==> src/rtl/vga_timing_detector_if.sv <==
// Sync/blank stream into the timing detector and the recovered counters and status out of it.
// The master modport is the stream source side; the slave modport is the detector.
interface vga_timing_detector_if;
    logic        hsync_in;
    logic        vsync_in;
    logic        hblnk_in;
    logic        vblnk_in;
    logic        hsync_out;
    logic        vsync_out;
    logic        hblnk_out;
    logic        vblnk_out;
    logic [10:0] hcount;
    logic [10:0] vcount;
    logic [10:0] line_len;
    logic [10:0] frame_lines;
    logic        locked;
    logic        sync_err;

    modport master (
        output hsync_in, vsync_in, hblnk_in, vblnk_in,
        input  hsync_out, vsync_out, hblnk_out, vblnk_out,
        input  hcount, vcount, line_len, frame_lines, locked, sync_err
    );

    modport slave (
        input  hsync_in, vsync_in, hblnk_in, vblnk_in,
        output hsync_out, vsync_out, hblnk_out, vblnk_out,
        output hcount, vcount, line_len, frame_lines, locked, sync_err
    );
endinterface

==> src/rtl/vga_timing_detector.sv <==
// Rebuilds hcount/vcount from an incoming sync/blank stream, measures line and frame length
// and tracks lock against the expected geometry with a SEARCH/ACQUIRE/LOCKED machine.
module vga_timing_detector #(
    parameter int unsigned H_TOT       = 1344,
    parameter int unsigned V_TOT       = 806,
    parameter int unsigned LOCK_FRAMES = 2
) (
    input logic                  clk,
    input logic                  rst_n,
    vga_timing_detector_if.slave bus
);
    localparam logic [11:0] HTot       = 12'(H_TOT);
    localparam logic [11:0] VTot       = 12'(V_TOT);
    localparam logic [4:0]  LockFrames = 5'(LOCK_FRAMES);
    localparam logic [10:0] CntMax     = 11'h7ff;

    typedef enum logic [1:0] {StSearch, StAcquire, StLocked} state_e;

    state_e      state_q, state_d;
    logic [3:0]  s1_q, s2_q; // {hsync, vsync, hblnk, vblnk}
    logic [10:0] hcount_q, hcount_d;
    logic [10:0] vcount_q, vcount_d;
    logic [10:0] line_len_q, line_len_d;
    logic [10:0] frame_lines_q, frame_lines_d;
    logic        h_seen_q, h_seen_d;
    logic        v_seen_q, v_seen_d;
    logic        frame_ok_q, frame_ok_d;
    logic        sync_err_q, sync_err_d;
    logic [3:0]  good_cnt_q, good_cnt_d;

    logic        line_start, frame_start, line_bad, frame_bad, saturated;
    logic [11:0] h_len, v_len;

    assign line_start  = s2_q[1] & ~s1_q[1];
    assign frame_start = line_start & s2_q[0] & ~s1_q[0];
    assign h_len       = {1'b0, hcount_q} + 12'd1;
    assign v_len       = {1'b0, vcount_q} + 12'd1;
    assign saturated   = (hcount_q == CntMax) | (vcount_q == CntMax);
    assign line_bad    = line_start & h_seen_q & (h_len != HTot);
    // The line ending at a frame start counts toward the frame it closes.
    assign frame_bad   = frame_start & v_seen_q & ~(frame_ok_q & ~line_bad & (v_len == VTot));

    always_comb begin
        state_d       = state_q;
        hcount_d      = hcount_q;
        vcount_d      = vcount_q;
        line_len_d    = line_len_q;
        frame_lines_d = frame_lines_q;
        h_seen_d      = h_seen_q;
        v_seen_d      = v_seen_q;
        frame_ok_d    = frame_ok_q;
        good_cnt_d    = good_cnt_q;
        sync_err_d    = 1'b0;

        if (line_start) begin
            hcount_d = '0;
            if (h_seen_q) line_len_d = h_len[10:0];
            h_seen_d = 1'b1;
        end else if (hcount_q != CntMax) begin
            hcount_d = hcount_q + 11'd1;
        end

        if (frame_start) begin
            vcount_d   = '0;
            if (v_seen_q) frame_lines_d = v_len[10:0];
            v_seen_d   = 1'b1;
            frame_ok_d = 1'b1;
        end else begin
            if (line_start && vcount_q != CntMax) vcount_d = vcount_q + 11'd1;
            if (line_bad) frame_ok_d = 1'b0;
        end

        case (state_q)
            StSearch: begin
                if (frame_start) begin
                    state_d    = StAcquire;
                    good_cnt_d = '0;
                end
            end
            StAcquire: begin
                if (line_bad || frame_bad) begin
                    sync_err_d = 1'b1;
                    good_cnt_d = '0;
                end else if (frame_start && v_seen_q) begin
                    good_cnt_d = good_cnt_q + 4'd1;
                    if ({1'b0, good_cnt_d} >= LockFrames) state_d = StLocked;
                end
            end
            StLocked: begin
                if (line_bad || frame_bad || saturated) begin
                    sync_err_d = 1'b1;
                    state_d    = StSearch;
                    h_seen_d   = 1'b0;
                    v_seen_d   = 1'b0;
                end
            end
            default: state_d = StSearch;
        endcase
    end

    always_ff @(posedge clk or negedge rst_n) begin
        if (!rst_n) begin
            state_q       <= StSearch;
            s1_q          <= '0;
            s2_q          <= '0;
            hcount_q      <= '0;
            vcount_q      <= '0;
            line_len_q    <= '0;
            frame_lines_q <= '0;
            h_seen_q      <= 1'b0;
            v_seen_q      <= 1'b0;
            frame_ok_q    <= 1'b0;
            sync_err_q    <= 1'b0;
            good_cnt_q    <= '0;
        end else begin
            state_q       <= state_d;
            s1_q          <= {bus.hsync_in, bus.vsync_in, bus.hblnk_in, bus.vblnk_in};
            s2_q          <= s1_q;
            hcount_q      <= hcount_d;
            vcount_q      <= vcount_d;
            line_len_q    <= line_len_d;
            frame_lines_q <= frame_lines_d;
            h_seen_q      <= h_seen_d;
            v_seen_q      <= v_seen_d;
            frame_ok_q    <= frame_ok_d;
            sync_err_q    <= sync_err_d;
            good_cnt_q    <= good_cnt_d;
        end
    end

    assign bus.hsync_out   = s2_q[3];
    assign bus.vsync_out   = s2_q[2];
    assign bus.hblnk_out   = s2_q[1];
    assign bus.vblnk_out   = s2_q[0];
    assign bus.hcount      = hcount_q;
    assign bus.vcount      = vcount_q;
    assign bus.line_len    = line_len_q;
    assign bus.frame_lines = frame_lines_q;
    assign bus.locked      = (state_q == StLocked);
    assign bus.sync_err    = sync_err_q;
endmodule
==> src/flat_wrapper.sv <==
// flat-port wrapper written by rule: the top's interface ports become plain ports
module vga_timing_detector_flat 
#(
    parameter int unsigned H_TOT       = 1344,
    parameter int unsigned V_TOT       = 806,
    parameter int unsigned LOCK_FRAMES = 2
)
  (clk, rst_n, bus_hsync_in, bus_vsync_in, bus_hblnk_in, bus_vblnk_in, bus_hsync_out, bus_vsync_out, bus_hblnk_out, bus_vblnk_out, bus_hcount, bus_vcount, bus_line_len, bus_frame_lines, bus_locked, bus_sync_err);
  vga_timing_detector_if bus_i ();
  input logic clk;
  input logic rst_n;
  input wire logic [$bits(bus_i.hsync_in)-1:0] bus_hsync_in;
  input wire logic [$bits(bus_i.vsync_in)-1:0] bus_vsync_in;
  input wire logic [$bits(bus_i.hblnk_in)-1:0] bus_hblnk_in;
  input wire logic [$bits(bus_i.vblnk_in)-1:0] bus_vblnk_in;
  output wire logic [$bits(bus_i.hsync_out)-1:0] bus_hsync_out;
  output wire logic [$bits(bus_i.vsync_out)-1:0] bus_vsync_out;
  output wire logic [$bits(bus_i.hblnk_out)-1:0] bus_hblnk_out;
  output wire logic [$bits(bus_i.vblnk_out)-1:0] bus_vblnk_out;
  output wire logic [$bits(bus_i.hcount)-1:0] bus_hcount;
  output wire logic [$bits(bus_i.vcount)-1:0] bus_vcount;
  output wire logic [$bits(bus_i.line_len)-1:0] bus_line_len;
  output wire logic [$bits(bus_i.frame_lines)-1:0] bus_frame_lines;
  output wire logic [$bits(bus_i.locked)-1:0] bus_locked;
  output wire logic [$bits(bus_i.sync_err)-1:0] bus_sync_err;
  assign bus_i.hsync_in = bus_hsync_in;
  assign bus_i.vsync_in = bus_vsync_in;
  assign bus_i.hblnk_in = bus_hblnk_in;
  assign bus_i.vblnk_in = bus_vblnk_in;
  assign bus_hsync_out = bus_i.hsync_out;
  assign bus_vsync_out = bus_i.vsync_out;
  assign bus_hblnk_out = bus_i.hblnk_out;
  assign bus_vblnk_out = bus_i.vblnk_out;
  assign bus_hcount = bus_i.hcount;
  assign bus_vcount = bus_i.vcount;
  assign bus_line_len = bus_i.line_len;
  assign bus_frame_lines = bus_i.frame_lines;
  assign bus_locked = bus_i.locked;
  assign bus_sync_err = bus_i.sync_err;
  vga_timing_detector #(.H_TOT(H_TOT), .V_TOT(V_TOT), .LOCK_FRAMES(LOCK_FRAMES)) u_core (.clk(clk), .rst_n(rst_n), .bus(bus_i));
endmodule
==> config.mk <==
export PLATFORM = sky130hd
export DESIGN_NAME = vga_timing_detector_flat
export DESIGN_NICKNAME = d
export VERILOG_FILES = /design/src/rtl/vga_timing_detector_if.sv /design/src/rtl/vga_timing_detector.sv /design/src/flat_wrapper.sv
export SDC_FILE = /design/constraint.sdc
export NUM_CORES = 1
export LEC_CHECK = 0
export BUFFER_PORTS_ARGS = -buffer_cell sky130_fd_sc_hd__clkbuf_2
export CAP_MARGIN = 20
export CORE_ASPECT_RATIO = 1.5
export CORE_UTILIZATION = 45
export CTS_CLUSTER_SIZE = 14
export DETAILED_ROUTE_END_ITERATION = 8
export PLACE_DENSITY = 0.69
export SYNTH_ARGS = -nofsm -noshare
export SYNTH_HDL_FRONTEND = slang
export SYNTH_SLANG_ARGS = --single-unit
==> constraint.sdc <==
create_clock -name clk -period 2.7 [get_ports clk]
set_input_delay 0.54 -clock clk [delete_from_list [all_inputs] [get_ports clk]]
set_output_delay 0.54 -clock clk [all_outputs]
set_load 0.02 [all_outputs]
======== After elaboration in Yosys (flattened, before gate mapping) ========
Index checks and enable logic that the tools add are counted.
word-level totals
  flip-flop bits (word level) ............. 62
  latch bits .............................. 0
  bits in writable memories ............... 0
  memory bits (read-only) ................. 0
  input bits .............................. 6
  output and inout bits ................... 50
  logic and storage cells ................. 84
  memories kept ........................... 0
operators by class
  add/subtract/negate cells ............... 5
  multipliers ............................. 0
  divide/modulo/power cells ............... 0
  order comparisons ....................... 1
  eq/ne operators ......................... 14
  shift operators ......................... 0
  muxes and demuxes ....................... 25
  bitwise operators ....................... 14
  reduce and logical (&&, ||, !) cells .... 13
operator list
  kind                                                                      count
  11-bit 2-to-1 mux                                                         4
  11-bit by 1-bit adder with 12-bit output (second input constant)          2
  11-bit by 1-bit adder with 11-bit output (second input constant)          2
  11-bit equality test (second input constant)                              2
  11-bit != test (second input constant)                                    2
  12-bit by 10-bit equality test with 1-bit output (second input constant)  1
  4-bit 2-to-1 mux                                                          3
  12-bit by 11-bit != test with 1-bit output (second input constant)        1
  1-bit 2-to-1 mux                                                          10
  2-bit 2-to-1 mux                                                          5
  1-bit bitwise AND                                                         9
  2-bit by 1-bit != test with 1-bit output (second input constant)          4
  4-bit case mux with 2 select lines                                        1
  2-bit nonzero test                                                        4
  2-bit case mux with 3 select lines                                        1
  5-bit AND reduction                                                       1
  4-bit by 1-bit adder with 4-bit output (second input constant)            1
  4-bit by 2-bit >= comparator with 1-bit output (second input constant)    1
  1-bit inverter                                                            4
  2-bit AND reduction                                                       2
  3-bit by 1-bit != test with 1-bit output (second input constant)          1
  3-bit AND reduction                                                       1
  2-bit by 1-bit equality test with 1-bit output (second input constant)    1
  2-bit equality test (second input constant)                               1
  6 further kinds                                                           8

======== Logic depth before layout (Yosys ltp) ========
  depth in word-level cells ............... 13
  gate-level depth with buffers ........... 10
  gate-level depth less buffers ........... 9

======== Worst setup path before layout ========
Ideal clock, no wire load.
  path kind ............................... register to register
  start point ............................. register u_core.hcount_q[0], in the netlist u_core.bus.hcount[0]
  end point ............................... register u_core.state_q[0]
  library setup time ...................... 0.125 ns
  arrival ................................. 2.607 ns
  data required time ...................... 2.575 ns
  setup slack ............................. -0.032 ns
  cell stages (with the launch flop) ...... 9
  clock period less this slack ............ 2.732 ns
  cell sequence ........................... dfrtp_1 > ha_1 > nand4_2 > or3_4 > a2111oi_4 > a2bb2oi_2 > a31oi_1 > a41oi_2 > mux2_4
on the way
  cells in the longest elaborated chain, start to end .. 12
  elaborated cells on any way between the ends .. 15
RTL lines
  item                                                       RTL line                                              source
  from (decl)                                                vga_timing_detector.sv:21                             logic [10:0] hcount_q, hcount_d;
  from (signal assigned)                                     vga_timing_detector.sv:119                            hcount_q <= hcount_d;
  11-bit by 1-bit adder with 12-bit output                   vga_timing_detector.sv:36                             assign h_len = {1'b0, hcount_q} + 12'd1;
  12-bit by 11-bit != test with 1-bit output                 vga_timing_detector.sv:39                             assign line_bad = line_start & h_seen_q & (h_len != HTot);
  1-bit bitwise AND                                          vga_timing_detector.sv:39
  1-bit inverter                                             vga_timing_detector.sv:41                             assign frame_bad = frame_start & v_seen_q & ~(frame_ok_q & ~line_bad & (v_len == VTot));
  1-bit bitwise AND (2 in series)                            vga_timing_detector.sv:41
  1-bit inverter                                             vga_timing_detector.sv:41
  1-bit bitwise AND                                          vga_timing_detector.sv:41
  1-bit logical OR                                           vga_timing_detector.sv:81, vga_timing_detector.sv:90
  1-bit logical OR                                           vga_timing_detector.sv:90                             if (line_bad || frame_bad || saturated) begin
  2-bit by 1-bit != test with 1-bit output (no source line)  n/a
  5-bit AND reduction (no source line) *                     n/a
  to (signal assigned)                                       vga_timing_detector.sv:103                            state_q <= StSearch;
  to (signal assigned)                                       vga_timing_detector.sv:116                            state_q <= state_d;
  to (decl)                                                  vga_timing_detector.sv:19                             state_e state_q, state_d;
Mark *: on every way between the ends. The rest lies on a longest branch, timed or not.
A chain may end at the register's enable or synchronous reset.

======== Worst setup path in the final report ========
  start point ............................. register u_core.hcount_q[1], in the netlist u_core.bus.hcount[1]
  end point ............................... register u_core.state_q[0]
The elaborated chain is that of the path after synthesis.

==> impl_results.md <==
- Outcome: finished clean
- Detailed-route via count: 2515
- Clk root buf: clkbuf_8
- Total chip power: 2.86 mW
- Avg Inst Size Synth: 10.0 um^2
- Initial antenna violation count: 0
- Synth top area cells: dfrtp_1, o21ai_0, nand2_1
- Hold WS: 158 ps
- Rel. slew slack: 0.593
- Max-cap violations: 0
- Layout Utilization: 0.578
- Worst-Margin Slew: 604 ps
- Worst-case clock buffer depth: 2
- Post-synthesis cell area: 0.00306 mm^2
- DR DRC count: 0
- Ports: 56
- Number of enable flip-flop cells after synthesis: 0
- DR vias/cell: 5.48
- Total Wirelength: 6.89 mm
- Gr ovfl total: 0
- Initial DRC count: 133
- Pre-antenna DRT Iters: 4
- Largest net degree at the start of global routing: 37
- Final setup vio count: 0
- Worst-path maximum fanout: 7
- Die Y: 103 um
- Diode count: 0
- Post-placement cell count: 444
- Layout cell share with drive strength beyond 1: 0.287
- YS warnings: 0
- Crit path DAT: 2840 ps
- Async S/R FF share, synth: 1.00
- TritonCTS buffer count: 9
- Clock Latency Late Sink: 340 ps
- Most used DFF post-synth: dfrtp_1
- Post-route setup slack: 84.4 ps
- Post-cts hold buffer count: 0
- Die X: 69.3 um
- Startpoint types: flip-flop
- Leakage: 1.74 nW
- Initial cell density of the core: 0.468
- Setup Fix Bufs, Post-CTS: 0
- Cell Rows: 36
- Core Footprint: 0.00653 mm^2
- CP Class: reg2reg
- I/O Buffers: 55
- Worst r2r dst: u_core.state_q[0]
- Fin cells: 459
- Peak supply drop: 0.363 mV
- Detail Placement HPWL: 5.12 mm
- Share of the clock period used by the worst path: 0.969
- Clk sinks: 62
- H-Tree Depth: 3
- Commonest non-fill, non-tap cell in the layout: dfrtp_1
- Layout area overhead: 23.5%
- Req. time, crit path: 2930 ps
- Yosys top cell by area: dfrtp_1
- Worst R2R Path Depth: 8
- Cells after Synth: 306
- Slew Viols, Final: 0
- DR WL/cell: 15.0 um
- First-pass GRT wire length: 11.5 mm
- Seq cells post-synth: 62
- CTS clk-pin slew, worst paths: 70 ps
- Final GP Congestion: 0.904
- Final Hold Viols: 0
- Vias in the first global route: 2449
- Overall routing resource usage: 0.206
- Critical Path End Type: flip-flop
- F_max: 382 MHz
- Reg2reg start: u_core.bus.hcount[1]
- Post-Syn Nets: 320
- Dpl ws: 73.0 ps
- Area share of the largest cell type after synthesis: 0.507
- Pwr Density: 757 mW/mm^2
- Post-synthesis sequential area ratio: 0.507
- Clock skew: 9.16 ps
- Antenna viol nets, final: 0
- Hold Crit Class: in2async
- Die ar.: 0.00714 mm^2
- Most frequent cells in the layout: dfrtp_1, clkbuf_2, nand2_1
- Register-to-Register Setup Slack: 80 ps
- NumNets Final: 393
- CTS tree: built
- Netlist cell types: 51
- Final min period: 2620 ps
==> report_power, final <==
| part | switching (mW) | leakage (nW) | internal (mW) |
|---|---|---|---|
| Sequential | 0.126 | 0.814 | 1.07 |
| Clock | 0.381 | 0.0973 | 0.512 |
| Combinational | 0.457 | 0.833 | 0.314 |
| Total | 0.964 | 1.74 | 1.89 |
==> layout make-up <==
class	instances	area, um^2
Clock inverter	6	87.6
Inverter	9	33.8
Sequential cell	62	1560
Tap cell	76	95.1
Clock buffer	9	124
Multi-Input combinational cell	219	1420
Timing Repair Buffer	78	460
Fill cell	562	2750
==> state kept, by name, summed over array words and instances (netlist names) <==
register,flops
u_core.bus.frame_lines,11
u_core.bus.hcount,11
u_core.bus.line_len,11
u_core.bus.sync_err,1
u_core.bus.vcount,11
u_core.frame_ok_q,1
u_core.good_cnt_q,4
u_core.h_seen_q,1
u_core.s1_q,4
u_core.s2_q,4
u_core.state_q,2
u_core.v_seen_q,1
==> per-stage QoR <==
stage          cell area (um^2)  TNS, ps
6_report                   3780        0
5_1_grt                    3780   -0.741
4_1_cts                    3760        0
3_5_place_dp               3540        0
3_3_place_gp               3540        0
2_1_floorplan              3060        0
==> routing by layer <==
metal / track usage / routed length [um] / vias to the layer above
met5: 0 / 0 / -
met4: 0.0706 / 95 / 0
met3: 0.0450 / 259 / 7
met2: 0.380 / 3580 / 65
met1: 0.235 / 2950 / 1196
li1: - / - / 1247
==> Yosys cell counts, drive strengths merged (2+ instances only) <==
master / number
nand2b: 5
clkbuf: 9
nor2b: 2
xnor2: 10
nand3: 11
a41oi: 3
dfrtp: 62
or2: 2
or4: 2
nor2: 15
a31oi: 3
and3: 4
mux2i: 4
o21a: 3
buf: 7
nand4: 9
a211oi: 2
mux2: 2
ha: 8
and4: 6
inv: 9
nor4: 2
nor3: 3
o21ai: 36
a21oi: 17
xor2: 8
nand2: 39
o31ai: 6
==> repair_timing <==
action	4_1_cts	5_1_grt
hold endpoints to repair	0	0
gates resized for setup	0	4
endpoints found under the setup margin	0	1
==> how the worst max path moves through the flow <==
stage,start,to,slack [ps],cells past startpoint
floorplan,u_core.bus.vcount[1],u_core.state_q[0],5,9
global placement,u_core.bus.hcount[1],u_core.state_q[0],170,8
detailed placement,u_core.bus.hcount[1],u_core.state_q[0],70,8
CTS,u_core.bus.hcount[1],u_core.state_q[0],60,8
global route,u_core.bus.hcount[1],u_core.state_q[0],-0.7,8
finish,u_core.bus.hcount[1],u_core.state_q[0],80,8
==> worst max-delay path, cell delays in order (launching register included) <==
cell and delay (ps):
dfrtp_2 410, ha_2 200, nand4_2 150, or3_4 420
a2111oi_4 410, a2bb2oi_4 240, a31oi_2 120, a41oi_2 230
mux2_4 320
==> kinds of logic after synthesis <==
kind of cell	after synthesis	synth area share
adders and majority gates	8	0.0327
AOI/OAI and AO/OA	83	0.178
buffers and inverters	25	0.0352
muxes	6	0.0217
xor gates and xnor gates	18	0.0515
DFF	62	0.507
and+or+nand+nor	104	0.174
Note: power is estimated with default switching activity, not from simulation.
